<file path="src/rtl/cart_bank_ctrl.sv">
`default_nettype none
// ============================================================================
//  Module   : cart_bank_ctrl
//  Purpose  : Cartridge ROM bank-switching controller. Decodes CPU accesses
//             to bank-select hotspots for the F8, F6, F4, E0 and 3F schemes,
//             holds the bank state, and forms the ROM byte address from the
//             CPU address and the current bank(s).
//
//  Ports    : clk_i      - system clock, rising-edge active
//             rst_ni     - asynchronous active-low reset
//             enable_i   - one-cycle strobe per CPU cycle
//             load_i     - loader active; bank state held at defaults
//             mode_i     - banking scheme (0 none, 1 F8, 2 F6, 3 F4,
//                          4 E0, 5 3F, 6-7 behave as 0)
//             adr_i      - CPU address bits 12:0
//             we_i       - CPU write
//             dat_i      - CPU write data
//             rom_adr_o  - ROM byte address (combinational)
//             bank_o     - current bank / lower-2K bank / slice-0 bank
//             hotspot_o  - one-cycle pulse after an accepted bank update
//
//  Revision : 1.0 - initial release
// ============================================================================
module cart_bank_ctrl #(
   parameter int ROM_ADDR_BITS = 15
) (
   input  logic                     clk_i,
   input  logic                     rst_ni,
   input  logic                     enable_i,
   input  logic                     load_i,
   input  logic [2:0]               mode_i,
   input  logic [12:0]              adr_i,
   input  logic                     we_i,
   input  logic [7:0]               dat_i,
   output logic [ROM_ADDR_BITS-1:0] rom_adr_o,
   output logic [2:0]               bank_o,
   output logic                     hotspot_o
);

   // Scheme encodings
   localparam logic [2:0] c_MODE_NONE = 3'd0;
   localparam logic [2:0] c_MODE_F8   = 3'd1;
   localparam logic [2:0] c_MODE_F6   = 3'd2;
   localparam logic [2:0] c_MODE_F4   = 3'd3;
   localparam logic [2:0] c_MODE_E0   = 3'd4;
   localparam logic [2:0] c_MODE_3F   = 3'd5;

   // E0 slice defaults; slice 3 is hard-wired to the last 1 KB.
   localparam logic [2:0] c_E0_SEL0_DEF = 3'd4;
   localparam logic [2:0] c_E0_SEL1_DEF = 3'd5;
   localparam logic [2:0] c_E0_SEL2_DEF = 3'd6;
   localparam logic [2:0] c_E0_SEL3     = 3'd7;

   // Widest address any scheme produces (F4: 3 bank bits + 12 offset bits).
   localparam int c_FULL_BITS = 15;

   // ------------------------------------------------------------------------
   // Registered state
   // ------------------------------------------------------------------------
   logic [2:0] r_mode;
   logic [2:0] r_bank;      // F8/F6/F4 bank, 3F lower-2K bank
   logic [2:0] r_sel0;      // E0 slice selects
   logic [2:0] r_sel1;
   logic [2:0] r_sel2;
   logic       r_hotspot;

   // ------------------------------------------------------------------------
   // Combinational signals
   // ------------------------------------------------------------------------
   logic [2:0]             w_mode;       // mode_i with reserved codes folded to 0
   logic                   w_mode_chg;
   logic [11:0]            w_lo;         // address within the 4 KB window
   logic                   w_bank_we;    // access targets r_bank
   logic [2:0]             w_bank_nxt;
   logic [2:0]             w_sel_we;     // one-hot E0 slice update
   logic                   w_hit;
   logic [2:0]             w_e0_sel;     // select for the addressed E0 slice
   logic [c_FULL_BITS-1:0] w_rom_full;
   logic                   w_unused;

   assign w_mode     = (mode_i > c_MODE_3F) ? c_MODE_NONE : mode_i;
   assign w_mode_chg = (w_mode != r_mode);
   assign w_lo       = adr_i[11:0];
   assign w_hit      = w_bank_we | (|w_sel_we);

   // Only the low three data bits select a 3F bank.
   assign w_unused   = ^dat_i[7:3];

   function automatic logic [2:0] f_default_bank(input logic [2:0] mode);
      case (mode)
         c_MODE_F8: f_default_bank = 3'd1;
         c_MODE_F6: f_default_bank = 3'd3;
         c_MODE_F4: f_default_bank = 3'd7;
         default:   f_default_bank = 3'd0;
      endcase
   endfunction

   // ------------------------------------------------------------------------
   // Hotspot decode (against the registered mode). Bank offsets are taken
   // modulo the bank count, which makes "adr - base" a plain narrow subtract:
   // F6 6..9 -> (adr[1:0]-2) mod 4, F4 4..B -> (adr[2:0]-4) mod 8.
   // ------------------------------------------------------------------------
   always_comb begin
      w_bank_we  = 1'b0;
      w_bank_nxt = r_bank;
      w_sel_we   = 3'b000;
      case (r_mode)
         c_MODE_F8: begin
            if (adr_i[12] && (w_lo >= 12'hFF8) && (w_lo <= 12'hFF9)) begin
               w_bank_we  = 1'b1;
               w_bank_nxt = {2'b00, adr_i[0]};
            end
         end
         c_MODE_F6: begin
            if (adr_i[12] && (w_lo >= 12'hFF6) && (w_lo <= 12'hFF9)) begin
               w_bank_we  = 1'b1;
               w_bank_nxt = {1'b0, adr_i[1:0] - 2'd2};
            end
         end
         c_MODE_F4: begin
            if (adr_i[12] && (w_lo >= 12'hFF4) && (w_lo <= 12'hFFB)) begin
               w_bank_we  = 1'b1;
               w_bank_nxt = adr_i[2:0] - 3'd4;
            end
         end
         c_MODE_E0: begin
            if (adr_i[12] && (w_lo >= 12'hFE0) && (w_lo <= 12'hFF7)) begin
               case (adr_i[4:3])
                  2'b00:   w_sel_we = 3'b001;
                  2'b01:   w_sel_we = 3'b010;
                  default: w_sel_we = 3'b100;
               endcase
            end
         end
         c_MODE_3F: begin
            // Writes anywhere in the low 4 KB with adr[7:6]=00 select the bank.
            if (we_i && !adr_i[12] && (adr_i[7:6] == 2'b00)) begin
               w_bank_we  = 1'b1;
               w_bank_nxt = dat_i[2:0];
            end
         end
         default: begin
            w_bank_we = 1'b0;
         end
      endcase
   end

   // ------------------------------------------------------------------------
   // Bank state. A mode change wins over everything and loads the new mode's
   // defaults; load_i holds the current mode's defaults; otherwise a
   // qualified hotspot access updates the state and pulses hotspot_o.
   // ------------------------------------------------------------------------
   always_ff @(posedge clk_i or negedge rst_ni) begin
      if (!rst_ni) begin
         r_mode    <= c_MODE_NONE;
         r_bank    <= 3'd0;
         r_sel0    <= 3'd0;
         r_sel1    <= 3'd0;
         r_sel2    <= 3'd0;
         r_hotspot <= 1'b0;
      end else begin
         r_hotspot <= 1'b0;
         if (w_mode_chg) begin
            r_mode <= w_mode;
            r_bank <= f_default_bank(w_mode);
            r_sel0 <= c_E0_SEL0_DEF;
            r_sel1 <= c_E0_SEL1_DEF;
            r_sel2 <= c_E0_SEL2_DEF;
         end else if (load_i) begin
            r_bank <= f_default_bank(r_mode);
            r_sel0 <= c_E0_SEL0_DEF;
            r_sel1 <= c_E0_SEL1_DEF;
            r_sel2 <= c_E0_SEL2_DEF;
         end else if (enable_i && w_hit) begin
            r_hotspot <= 1'b1;
            if (w_bank_we) begin
               r_bank <= w_bank_nxt;
            end
            if (w_sel_we[0]) begin
               r_sel0 <= adr_i[2:0];
            end
            if (w_sel_we[1]) begin
               r_sel1 <= adr_i[2:0];
            end
            if (w_sel_we[2]) begin
               r_sel2 <= adr_i[2:0];
            end
         end
      end
   end

   // ------------------------------------------------------------------------
   // ROM address formation
   // ------------------------------------------------------------------------
   always_comb begin
      case (adr_i[11:10])
         2'b00:   w_e0_sel = r_sel0;
         2'b01:   w_e0_sel = r_sel1;
         2'b10:   w_e0_sel = r_sel2;
         default: w_e0_sel = c_E0_SEL3;
      endcase
   end

   always_comb begin
      case (r_mode)
         c_MODE_F8: w_rom_full = {2'b00, r_bank[0], w_lo};
         c_MODE_F6: w_rom_full = {1'b0, r_bank[1:0], w_lo};
         c_MODE_F4: w_rom_full = {r_bank, w_lo};
         c_MODE_E0: w_rom_full = {2'b00, w_e0_sel, adr_i[9:0]};
         c_MODE_3F: begin
            // Upper 2 KB is always the last bank.
            if (adr_i[11]) begin
               w_rom_full = {1'b0, 3'b111, adr_i[10:0]};
            end else begin
               w_rom_full = {1'b0, r_bank, adr_i[10:0]};
            end
         end
         default:   w_rom_full = {3'b000, w_lo};
      endcase
   end

   // Narrow ROMs drop the high bank bits, so banks wrap.
   generate
      if (ROM_ADDR_BITS <= c_FULL_BITS) begin : g_rom_trunc
         assign rom_adr_o = w_rom_full[ROM_ADDR_BITS-1:0];
      end else begin : g_rom_ext
         assign rom_adr_o = {{(ROM_ADDR_BITS-c_FULL_BITS){1'b0}}, w_rom_full};
      end
   endgenerate

   assign bank_o    = (r_mode == c_MODE_E0) ? r_sel0 : r_bank;
   assign hotspot_o = r_hotspot;

endmodule
`default_nettype wire

</file>
<file path="config.mk">
export PLATFORM = sky130hd
export DESIGN_NAME = cart_bank_ctrl
export DESIGN_NICKNAME = d
export VERILOG_FILES = /design/src/rtl/cart_bank_ctrl.sv
export SDC_FILE = /design/constraint.sdc
export NUM_CORES = 1
export LEC_CHECK = 0
export CAP_MARGIN = 20
export CORE_MARGIN = 3
export CORE_UTILIZATION = 45
export DETAILED_ROUTE_END_ITERATION = 7
export PLACE_DENSITY = 0.81
export SYNTH_ARGS = -nofsm -noshare
export SYNTH_HDL_FRONTEND = slang
export SYNTH_SLANG_ARGS = --single-unit
</file>
<file path="constraint.sdc">
create_clock -name clk_i -period 2.3 [get_ports clk_i]
set_clock_uncertainty 0.2 [all_clocks]
set_input_delay 0.46 -clock clk_i [delete_from_list [all_inputs] [get_ports clk_i]]
set_output_delay 0.46 -clock clk_i [all_outputs]
set_load 0.01 [all_outputs]
</file>
==> results of run 1 <==
[power groups by stage]
stage	Sequential (mW)	Combinational (mW)	Clock, mW
after floorplan	0.303	0.129	0
after global placement	0.307	0.269	0
after detailed placement	0.307	0.274	0
after CTS	0.303	0.283	0.194
after global routing	0.305	0.310	0.205
final	0.304	0.289	0.191
[metrics by stage]
step	power [mW]	utilization	hold WS [ns]	instance area, µm²
after CTS	0.780	0.728	0.283	2030
after global routing	0.820	0.727	0.298	2020
after global placement	0.576	0.688	0.280	1910
final	0.784	0.727	0.298	2020
after floorplan	0.432	-	-0.0356	1320
after detailed placement	0.581	0.688	0.300	1910
[cells by family (layout without fill, tap and decap cells)]
logic type | after synthesis | in the layout
DFF | 16 | 16
AOI/OAI and AO/OA | 26 | 26
and+or+nand+nor | 64 | 64
buffers and inverters | 21 | 90
xor gates and xnor gates | 3 | 3
muxes | 16 | 16
[area by class of cell]
| cell class | count | area (µm²) | share of cell area |
|---|---|---|---|
| Clock buffer | 4 | 36.3 | 0.0179 |
| Multi-Input combinational cell | 109 | 817 | 0.404 |
| Inverter | 4 | 15.0 | 0.00743 |
| Timing Repair Buffer | 82 | 713 | 0.353 |
| Tap cell | 31 | 38.8 | 0.0192 |
| Sequential cell | 16 | 402 | 0.199 |
[worst max-delay path by stage]
stage,startpoint,to,cells past startpoint
after CTS,r_mode[1]$_DFFE_PN0P_,bank_o[2],5
after global placement,adr_i[11],rom_adr_o[11],7
after global routing,r_mode[1]$_DFFE_PN0P_,rom_adr_o[11],7
after floorplan,r_mode[1]$_DFFE_PN0P_,r_bank[0]$_DFFE_PN0P_,6
final,r_mode[1]$_DFFE_PN0P_,bank_o[2],5
after detailed placement,adr_i[11],rom_adr_o[11],7
[registers in the layout, summed over array words and instances (netlist names)]
register	count
hotspot_o	1
r_mode	3
r_sel0	3
r_bank	3
r_sel1	3
r_sel2	3
[cell usage in the layout, fill, tap and decap left out, drive strengths merged, types with 4 or more instances in the layout]
cell	count
a21oi	6
inv	4
clkdlybuf4s50	28
dfrtp	16
nor2	22
mux2i	10
nand2	15
clkbuf	6
mux2	6
o21ai	5
nand2b	5
nor2b	4
dlygate4sd2	8
buf	43
nand3	4
[repair_timing]
item,in CTS,in global routing
endpoints found under the setup margin,13,15
gates resized for setup,30,14
setup buffers,7,0
pin swaps,1,9
[layer usage]
layer  up-vias  part of all wire  global-route usage
li1        640                 -                   -
met1       626              0.42               0.319
met2        64              0.49               0.403
met3         6             0.078              0.0324
met4         0             0.010              0.0696
met5         -                 0                   0
==> results_dict.tcl, run 1 <==
set metrics [dict create \
    status "finished clean" \
    final_layout_size_suffix_gt1_frac 0.353 \
    timing.critical_path.slowest_cell_delay_ns 0.45 \
    cellInternalPower_mw 0.552 \
    share_of_total_power_consumed_by_net_switching 0.296 \
    die-height_um 60.2 \
    cts_tree "yes" \
    syn-cell-area_um2 1320 \
    synthMostInstantiatedCell "sky130_fd_sc_hd__nor2_1" \
    launching_point_of_the_worst_reg2reg_path "r_mode[1]$_DFFE_PN0P_" \
    drt-total-wl_um 4030 \
    remaining_number_of_nets_flagged_by_the_antenna_check_after_routing 0 \
    grt_first_pass_wirelength_um 6450 \
    worst-slew-pin-transition_ns 0.271 \
    first_global_vias 1373 \
    cell_types_occupying_the_most_area_after_synthesis "sky130_fd_sc_hd__dfrtp_1 (30%), sky130_fd_sc_hd__mux2i_1 (7.6%), sky130_fd_sc_hd__buf_4 (6.8%)" \
    path_delay_family "flip-flops" \
    yosysUniqueCellTypes 44 \
    tns_ns 0 \
    xor_xnor_cell_area_share_of_the_yosys_netlist 0.0199 \
    timing.critical_path.to_type "output port" \
    synth-seq-area-share 0.303 \
    antenna_found_initial 0 \
    muxShareOfSynthArea 0.135 \
    clk_transition_reported_paths_ns 0.10 \
    syn_avg_cell_area_um2 9.05 \
    post_synth_inst_count 146 \
    drt_drc_violations_left 0 \
    regToRegEndpoint "r_sel2[2]$_DFFE_PN0P_" \
    worst-path-max-fanout 6 \
    post_drt_wl_per_cell_um 16.4 \
    yosys_most_used_dff "sky130_fd_sc_hd__dfrtp_1" \
    synth_compound_gate_area_share 0.154 \
    layout_setup_ws_ns 0.0374 \
    dr_total_vias 1336 \
    h_tree_depth 1 \
    layout-area-overhead-vs-synth_pct 53.0 \
    async_flop_share 1.00 \
    worst_skew_pair.late_latency_ns 0.28 \
    netlist.top_cell.by_area "sky130_fd_sc_hd__dfrtp_1" \
    pwr-share-comb 0.369 \
    layout_worst_path_cycle_share 0.984 \
    route.detailed.vias_per_inst 5.43 \
    timing.max_cap.violations 0 \
    power.density_nw_per_um2 388 \
    critical_path.slowest_cell "sky130_fd_sc_hd__dfrtp_1" \
    postSynthNetCount 175 \
    ys_warn_count 0 \
    timing.fmax_ghz 0.442 \
    worstPathCellList "nor2_2 -> nand2_2 -> buf_6 -> mux2_2 -> buf_6" \
    cts_hold_buffers 0 \
    die_x_um 60.2 \
    clock_tree_root "sky130_fd_sc_hd__clkbuf_4" \
    n_fill_cell 206 \
    core_region_area_um2 2780 \
    worstPathRequired_ns 1.64 \
    grt_setup_unrepaired "true" \
    globalRouteOverflowTotal 0 \
    worst_setup_path_start_kind "flop" \
    io_pins 48 \
    gr-usage-all-layers 0.240 \
    period_needed_ns 2.26 \
    timing.critical_path.buf_inv 2 \
    max-vdd-ir-drop_mv 0.418 \
    r2r.worst_path.cells 10 \
    final-hold-violation-count 0 \
    post_synth_edffs 0 \
    fraction_of_post_synthesis_cell_area_in_the_top_cell_type_by_area 0.303 \
    post_synth_most_frequent_cells "sky130_fd_sc_hd__nor2_1 (20), sky130_fd_sc_hd__dfrtp_1 (16), sky130_fd_sc_hd__nand2_1 (15), sky130_fd_sc_hd__buf_4 (12), sky130_fd_sc_hd__mux2i_1 (10)" \
    p_leak_nw 0.876 \
    cp_common_cell "sky130_fd_sc_hd__buf_6" \
    cts.sink_count 16 \
    setup_violations 0 \
    power.share.sequential 0.387 \
    post-dp-hpwl_um 2970 \
    largest_net_degree_at_the_start_of_global_routing 17 \
    min_path_type "in -> async" \
    synth_top_family_by_area "simple AND/OR/NAND/NOR gates" \
    gp_congestion 0.973 \
    starting_density 0.475 \
    pwr-share-clk 0.243 \
    dieArea_um2 3620 \
    final_cell_count_no_fill 246 \
    relative_slew_slack 0.817 \
    yosys.area_share.simple 0.284 \
    setup.worst_path.class "reg -> out" \
    total_switching_power_mw 0.232 \
    port-buffer-count 42 \
    synth_seq_cells 16 \
    synthAdderAreaFrac 0 \
    rrSetupSlack_ns 0.12 \
    dp.cells 236 \
    detailedRoute.firstIterationViolations 43 \
    clock_tree.buffer_depth 2 \
    num-nets-final 245 \
    timing.final.max_slew_violations 0 \
    worst-endpoint-arrival_ns 1.60 \
    pre_cts_ws_ns -0.405 \
    row_count 19 \
    cts_inserted_buffers 3 \
    drt_first_pass_iters 4 \
    num_antenna_cells 0 \
]
No activity file was read; power rests on OpenSTA's default activity.
==> run 2: changes to the inputs <==
- SETUP_SLACK_MARGIN: default -> 0.4
==> run 2 against run 1 <==
  * Hold slack worse by 0.033 ns
  * Non-clock buffer count is 11 higher
  * Clock power rose by 3%
  * Total power up 5.6%
  * Critical endpoint is now bank_o[0]
==> results_dict.tcl, run 2 (synthesis results as in run 1) <==
set metrics [dict create \
    detailedRoute.firstIterationViolations 59 \
    gr-usage-all-layers 0.239 \
    global_route_met1_utilization 0.302 \
    layout-area-overhead-vs-synth_pct 71.9 \
    timing.critical_path.buf_inv 2 \
    core_region_area_um2 2780 \
    num_antenna_cells 0 \
    row_count 19 \
    holdWs_ns 0.265 \
    drt_first_pass_iters 4 \
    finalPower_mw 0.827 \
    period_needed_ns 2.24 \
    timing.final.max_slew_violations 0 \
    rrSetupSlack_ns 0.12 \
    drt-total-wl_um 4860 \
    launching_point_of_the_worst_reg2reg_path "r_mode[0]$_DFFE_PN0P_" \
    power.density_nw_per_um2 364 \
    io_pins 48 \
    timing.fmax_ghz 0.446 \
    gp_congestion 0.875 \
    drt_drc_violations_left 0 \
    grt_first_pass_wirelength_um 6510 \
    setup.worst_path.class "reg -> out" \
    relative_slew_slack 0.733 \
    num-nets-final 256 \
    r2r.worst_path.cells 8 \
    worst-path-max-fanout 8 \
    postPlaceCellArea_um2 1890 \
    cts_inserted_buffers 3 \
    timing.max_cap.violations 0 \
    largest_net_degree_at_the_start_of_global_routing 17 \
    timing.critical_path.slowest_cell_delay_ns 0.46 \
    die_x_um 60.2 \
    setup_violations 0 \
    route.detailed.vias_per_inst 5.85 \
    finish.utilization 0.816 \
    met3_grt_util 0.0432 \
    p_leak_nw 0.988 \
    post_drt_wl_per_cell_um 18.9 \
    regToRegEndpoint "r_bank[1]$_DFFE_PN0P_" \
    status "finished clean" \
    post-dp-hpwl_um 2910 \
    path_delay_family "flip-flops" \
    min_path_type "in -> async" \
    clock_tree.buffer_depth 2 \
    worst_setup_path_start_kind "flop" \
    die-height_um 60.2 \
    critical_path.slowest_cell "sky130_fd_sc_hd__dfrtp_2" \
    grt.met2_usage 0.395 \
    port-buffer-count 42 \
    worst-slew-pin-transition_ns 0.395 \
    dr_total_vias 1504 \
    worstPathCellList "nor2_4 -> nand2_4 -> buf_4 -> mux2_2 -> buf_6" \
    h_tree_depth 1 \
    worst_skew_pair.late_latency_ns 0.30 \
    remaining_number_of_nets_flagged_by_the_antenna_check_after_routing 0 \
    timing.critical_path.to_type "output port" \
    critical_path_cell_count 5 \
    clk_transition_reported_paths_ns 0.11 \
    globalRoute.busiestLayer "met2" \
    clock_tree_root "sky130_fd_sc_hd__clkbuf_4" \
    first_global_vias 1456 \
    max-vdd-ir-drop_mv 0.438 \
    antenna_found_initial 0 \
    cts_tree "yes" \
    layout_worst_path_cycle_share 0.975 \
    final_cell_mix "sky130_fd_sc_hd__buf_4 (40), sky130_fd_sc_hd__clkdlybuf4s50_1 (15), sky130_fd_sc_hd__dfrtp_1 (14)" \
    cts.sink_count 16 \
    dieArea_um2 3620 \
    worstPathRequired_ns 1.64 \
    layout.cells.most_common "sky130_fd_sc_hd__buf_4" \
    globalRouteOverflowTotal 0 \
    stdcell_area_um2 2270 \
    starting_density 0.475 \
    n_fill_cell 151 \
    worst-endpoint-arrival_ns 1.58 \
    final_layout_size_suffix_gt1_frac 0.527 \
    grt_setup_unrepaired "true" \
    final-hold-violation-count 0 \
    cts_hold_buffers 0 \
]
==> run 2: cell types whose count changed in the layout (fill, tap and decap cells not counted), sizes merged <==
cell	change
buf	+17
dlygate4sd2	+5
dlymetal6s2s	+2
clkdlybuf4s50	-13
==> run 2: stage by stage <==
step	std cells	TNS, ns	setup slack [ns]
after global placement	233	-4.04	-0.394
after CTS	252	0	0.0700
after global routing	257	-0.00849	-0.00840
after floorplan	146	0	0.375
final	257	0	0.0571
after detailed placement	233	-4.47	-0.434
==> run 2: final cells by class <==
class                   instances  area (µm²)  area share
clock buffers                   4        36.3      0.0160
repair buffers                 93         802       0.353
multi-input cells             109         976       0.430
well taps                      31        38.8      0.0171
inverters                       4        15.0     0.00661
flip-flops and latches         16         403       0.177
==> run 2: report_power, final <==
part	internal, mW	total (mW)	switching [mW]
combinational	0.176	0.325	0.149
sequential	0.291	0.306	0.0156
clock	0.0966	0.196	0.0993
==> run 2: worst register-to-register path: cells and delay by family, from the launching register on <==
family	cells	cell delay [ns]
simple gates	3	0.64
flops	1	0.44
mux	1	0.32
buf+inv	2	0.26
compound gates	2	0.23
==> run 2: per-layer routing <==
metal	wire length, µm	part of all wire
met1	1690	0.35
met2	2540	0.52
met3	471	0.097
met4	158	0.033
met5	0	0
==> run 2: repair_timing <==
| item | CTS | global route |
|---|---|---|
| pin swaps | 16 | 9 |
| buffers inserted | 15 | 5 |
| setup endpoints to repair | 31 | 24 |
| resized for setup | 88 | 36 |
==> run 2: how the worst max path moves through the flow <==
stage	startpoint	end	slack (ns)
floorplan	r_mode[1]$_DFFE_PN0P_	r_bank[0]$_DFFE_PN0P_	0.37
global placement	adr_i[11]	rom_adr_o[11]	-0.39
detailed placement	adr_i[11]	rom_adr_o[11]	-0.43
CTS	r_mode[1]$_DFFE_PN0P_	r_bank[2]$_DFFE_PN0P_	0.07
global route	r_mode[0]$_DFFE_PN0P_	rom_adr_o[11]	-0.008
finish	r_mode[1]$_DFFE_PN0P_	bank_o[0]	0.06
==> run 3: changes to the inputs <==
- CORE_UTILIZATION: 45 -> 55
- DONT_BUFFER_PORTS: default -> 1
- HOLD_SLACK_MARGIN: default -> 0.12
- PLACE_DENSITY: 0.81 -> default
- PLACE_DENSITY_LB_ADDON: default -> 0.08
==> run 3 against run 2 <==
  * Combinational power decreased by 42%
  * Final area down 29%
  * Critical path type is now reg -> reg
  * Die area is 16% lower
  * Clock power is 6% lower
  * Sequential power hardly changed
  * Via count fell by 25%
==> results_dict.tcl, run 3 (synthesis results as in run 1) <==
set metrics [dict create \
    status "finished clean" \
    worst-path-max-fanout 3 \
    share_of_total_power_consumed_by_net_switching 0.280 \
    timing.max_cap.violations 0 \
    num_antenna_cells 0 \
    stdcell_area_um2 1620 \
    tns_ns 0 \
    min_path_type "in -> reg" \
    n_fill_cell 167 \
    timing.final.max_slew_violations 0 \
    grt_first_pass_wirelength_um 4900 \
    global_route_met1_utilization 0.299 \
    gr-usage-all-layers 0.231 \
    critical_path.slowest_cell "sky130_fd_sc_hd__dfrtp_2" \
    pre_cts_ws_ns 0.254 \
    dr_total_vias 1125 \
    globalRoute.busiestLayer "met2" \
    die_x_um 55.0 \
    layout-area-overhead-vs-synth_pct 22.6 \
    timing.fmax_ghz 0.476 \
    io_pins 48 \
    h_tree_depth 1 \
    grt_setup_unrepaired "true" \
    gp_congestion 0.770 \
    clk_transition_reported_paths_ns 0.10 \
    drt-total-wl_um 3370 \
    postPlaceCellArea_um2 1270 \
    met3_grt_util 0.0617 \
    cellInternalPower_mw 0.487 \
    first_global_vias 1031 \
    timing.critical_path.slowest_cell_delay_ns 0.44 \
    dieArea_um2 3030 \
    antenna_found_initial 0 \
    final-hold-violation-count 0 \
    worst_skew_pair.late_latency_ns 0.29 \
    final_cell_mix "sky130_fd_sc_hd__buf_4 (17), sky130_fd_sc_hd__nor2_1 (16), sky130_fd_sc_hd__dfrtp_1 (14)" \
    detailedRoute.firstIterationViolations 33 \
    worst_setup_path_start_kind "flop" \
    total_switching_power_mw 0.189 \
    largest_net_degree_at_the_start_of_global_routing 17 \
    core_region_area_um2 2250 \
    pwr-share-comb 0.276 \
    globalRouteOverflowTotal 0 \
    p_leak_nw 0.642 \
    relative_slew_slack 0.522 \
    worstPathRequired_ns 2.28 \
    num-nets-final 190 \
    period_needed_ns 2.10 \
    layout_setup_ws_ns 0.201 \
    port-buffer-count 0 \
    setup.worst_path.class "reg -> reg" \
    power.share.sequential 0.449 \
    clock_tree_root "sky130_fd_sc_hd__clkbuf_4" \
    post_drt_wl_per_cell_um 17.9 \
    row_count 17 \
    clock_tree.buffer_depth 2 \
    cts_tree "yes" \
    post-dp-hpwl_um 2330 \
    finish.utilization 0.719 \
    die-height_um 55.0 \
    cts_inserted_buffers 3 \
    layout_worst_path_cycle_share 0.913 \
    drt_first_pass_iters 4 \
    cts.sink_count 16 \
    starting_density 0.586 \
    worst-endpoint-arrival_ns 2.08 \
    setup_violations 0 \
    power.density_nw_per_um2 417 \
    layout.cells.most_common "sky130_fd_sc_hd__buf_4" \
    pwr-share-clk 0.274 \
    grt.met2_usage 0.364 \
    final_layout_size_suffix_gt1_frac 0.369 \
    remaining_number_of_nets_flagged_by_the_antenna_check_after_routing 0 \
    route.detailed.vias_per_inst 5.98 \
    worstPathCellList "buf_4 -> or2_4 -> and3_4 -> o2111ai_2 -> o211ai_2 -> nor2_4 -> mux2_4" \
    max-vdd-ir-drop_mv 0.296 \
    timing.critical_path.to_type "flop" \
    drt_drc_violations_left 0 \
    worst-slew-pin-transition_ns 0.715 \
]
-- run 3: changes by cell type in the layout (fill, tap and decap cells not counted), sizes merged, moves of 2 or more --
cell / delta
buf: -41
clkdlybuf4s50: -15
dlygate4sd2: -13
dlygate4sd3: +8
clkbuf: -2
dlymetal6s2s: -2
-- run 3: final timing paths --
check                                           start               endpoint  slack (ns)  cells past startpoint
worst min-delay path                        mode_i[0]  r_mode[0]$_DFFE_PN0P_        0.12                      1
min in group asynchronous                      rst_ni  r_bank[1]$_DFFE_PN0P_        0.46                      1
worst min register to register  r_sel1[0]$_DFFE_PN0P_  r_sel1[0]$_DFFE_PN0P_        0.31                      2
max in group asynchronous                      rst_ni  r_mode[0]$_DFFE_PN0P_        0.95                      1
worst max-delay path            r_mode[1]$_DFFE_PN0P_  r_bank[1]$_DFFE_PN0P_        0.20                      7
worst max register to register  r_mode[1]$_DFFE_PN0P_  r_bank[1]$_DFFE_PN0P_        0.20                      7
-- run 3: cell type report --
cell class,count,area [µm²],share of cell area
Tap cell,28,35.0,0.0216
Sequential cell,16,403,0.249
Inverter,4,15.0,0.00927
Timing Repair Buffer,27,230,0.142
Multi-Input combinational cell,109,901,0.556
Clock buffer,4,36.3,0.0224
-- run 3: worst max-delay path, delay by kind of cell, from the launching register on --
kind                   cells  cell delay (ns)
and+or+nand+nor            3             0.63
DFF                        1             0.44
muxes                      1             0.31
AOI/OAI and AO/OA          2             0.26
buffers and inverters      1             0.15
-- run 3: stage by stage --
stage	cells	hold WS [ns]	power, mW
after CTS	181	0.123	0.659
after global routing	188	0.138	0.704
after global placement	161	-0.0353	0.427
after floorplan	146	-0.0356	0.436
final	188	0.122	0.676
after detailed placement	161	-0.0353	0.429
-- run 3: power by group through the flow --
stage	clock, mW	sequential [mW]	combinational [mW]
6_report	0.185	0.304	0.187
5_1_grt	0.197	0.306	0.201
4_1_cts	0.190	0.304	0.166
2_1_floorplan	0	0.303	0.133
3_3_place_gp	0	0.309	0.118
3_5_place_dp	0	0.309	0.120
-- run 3: per-layer routing --
layer	share of wire	routed length [µm]
met2	0.48	1610
met5	0	0
met3	0.088	297
met4	0.016	55
met1	0.42	1410
-- run 3: repair_timing --
action / in CTS / in global routing
pin swaps: 8 / 6
setup endpoints to repair: 18 / 17
resized for setup: 21 / 10
buffers inserted: 8 / 7
hold endpoints to repair: 23 / 0
cloned: 0 / 0
hold buffers: 8 / 0
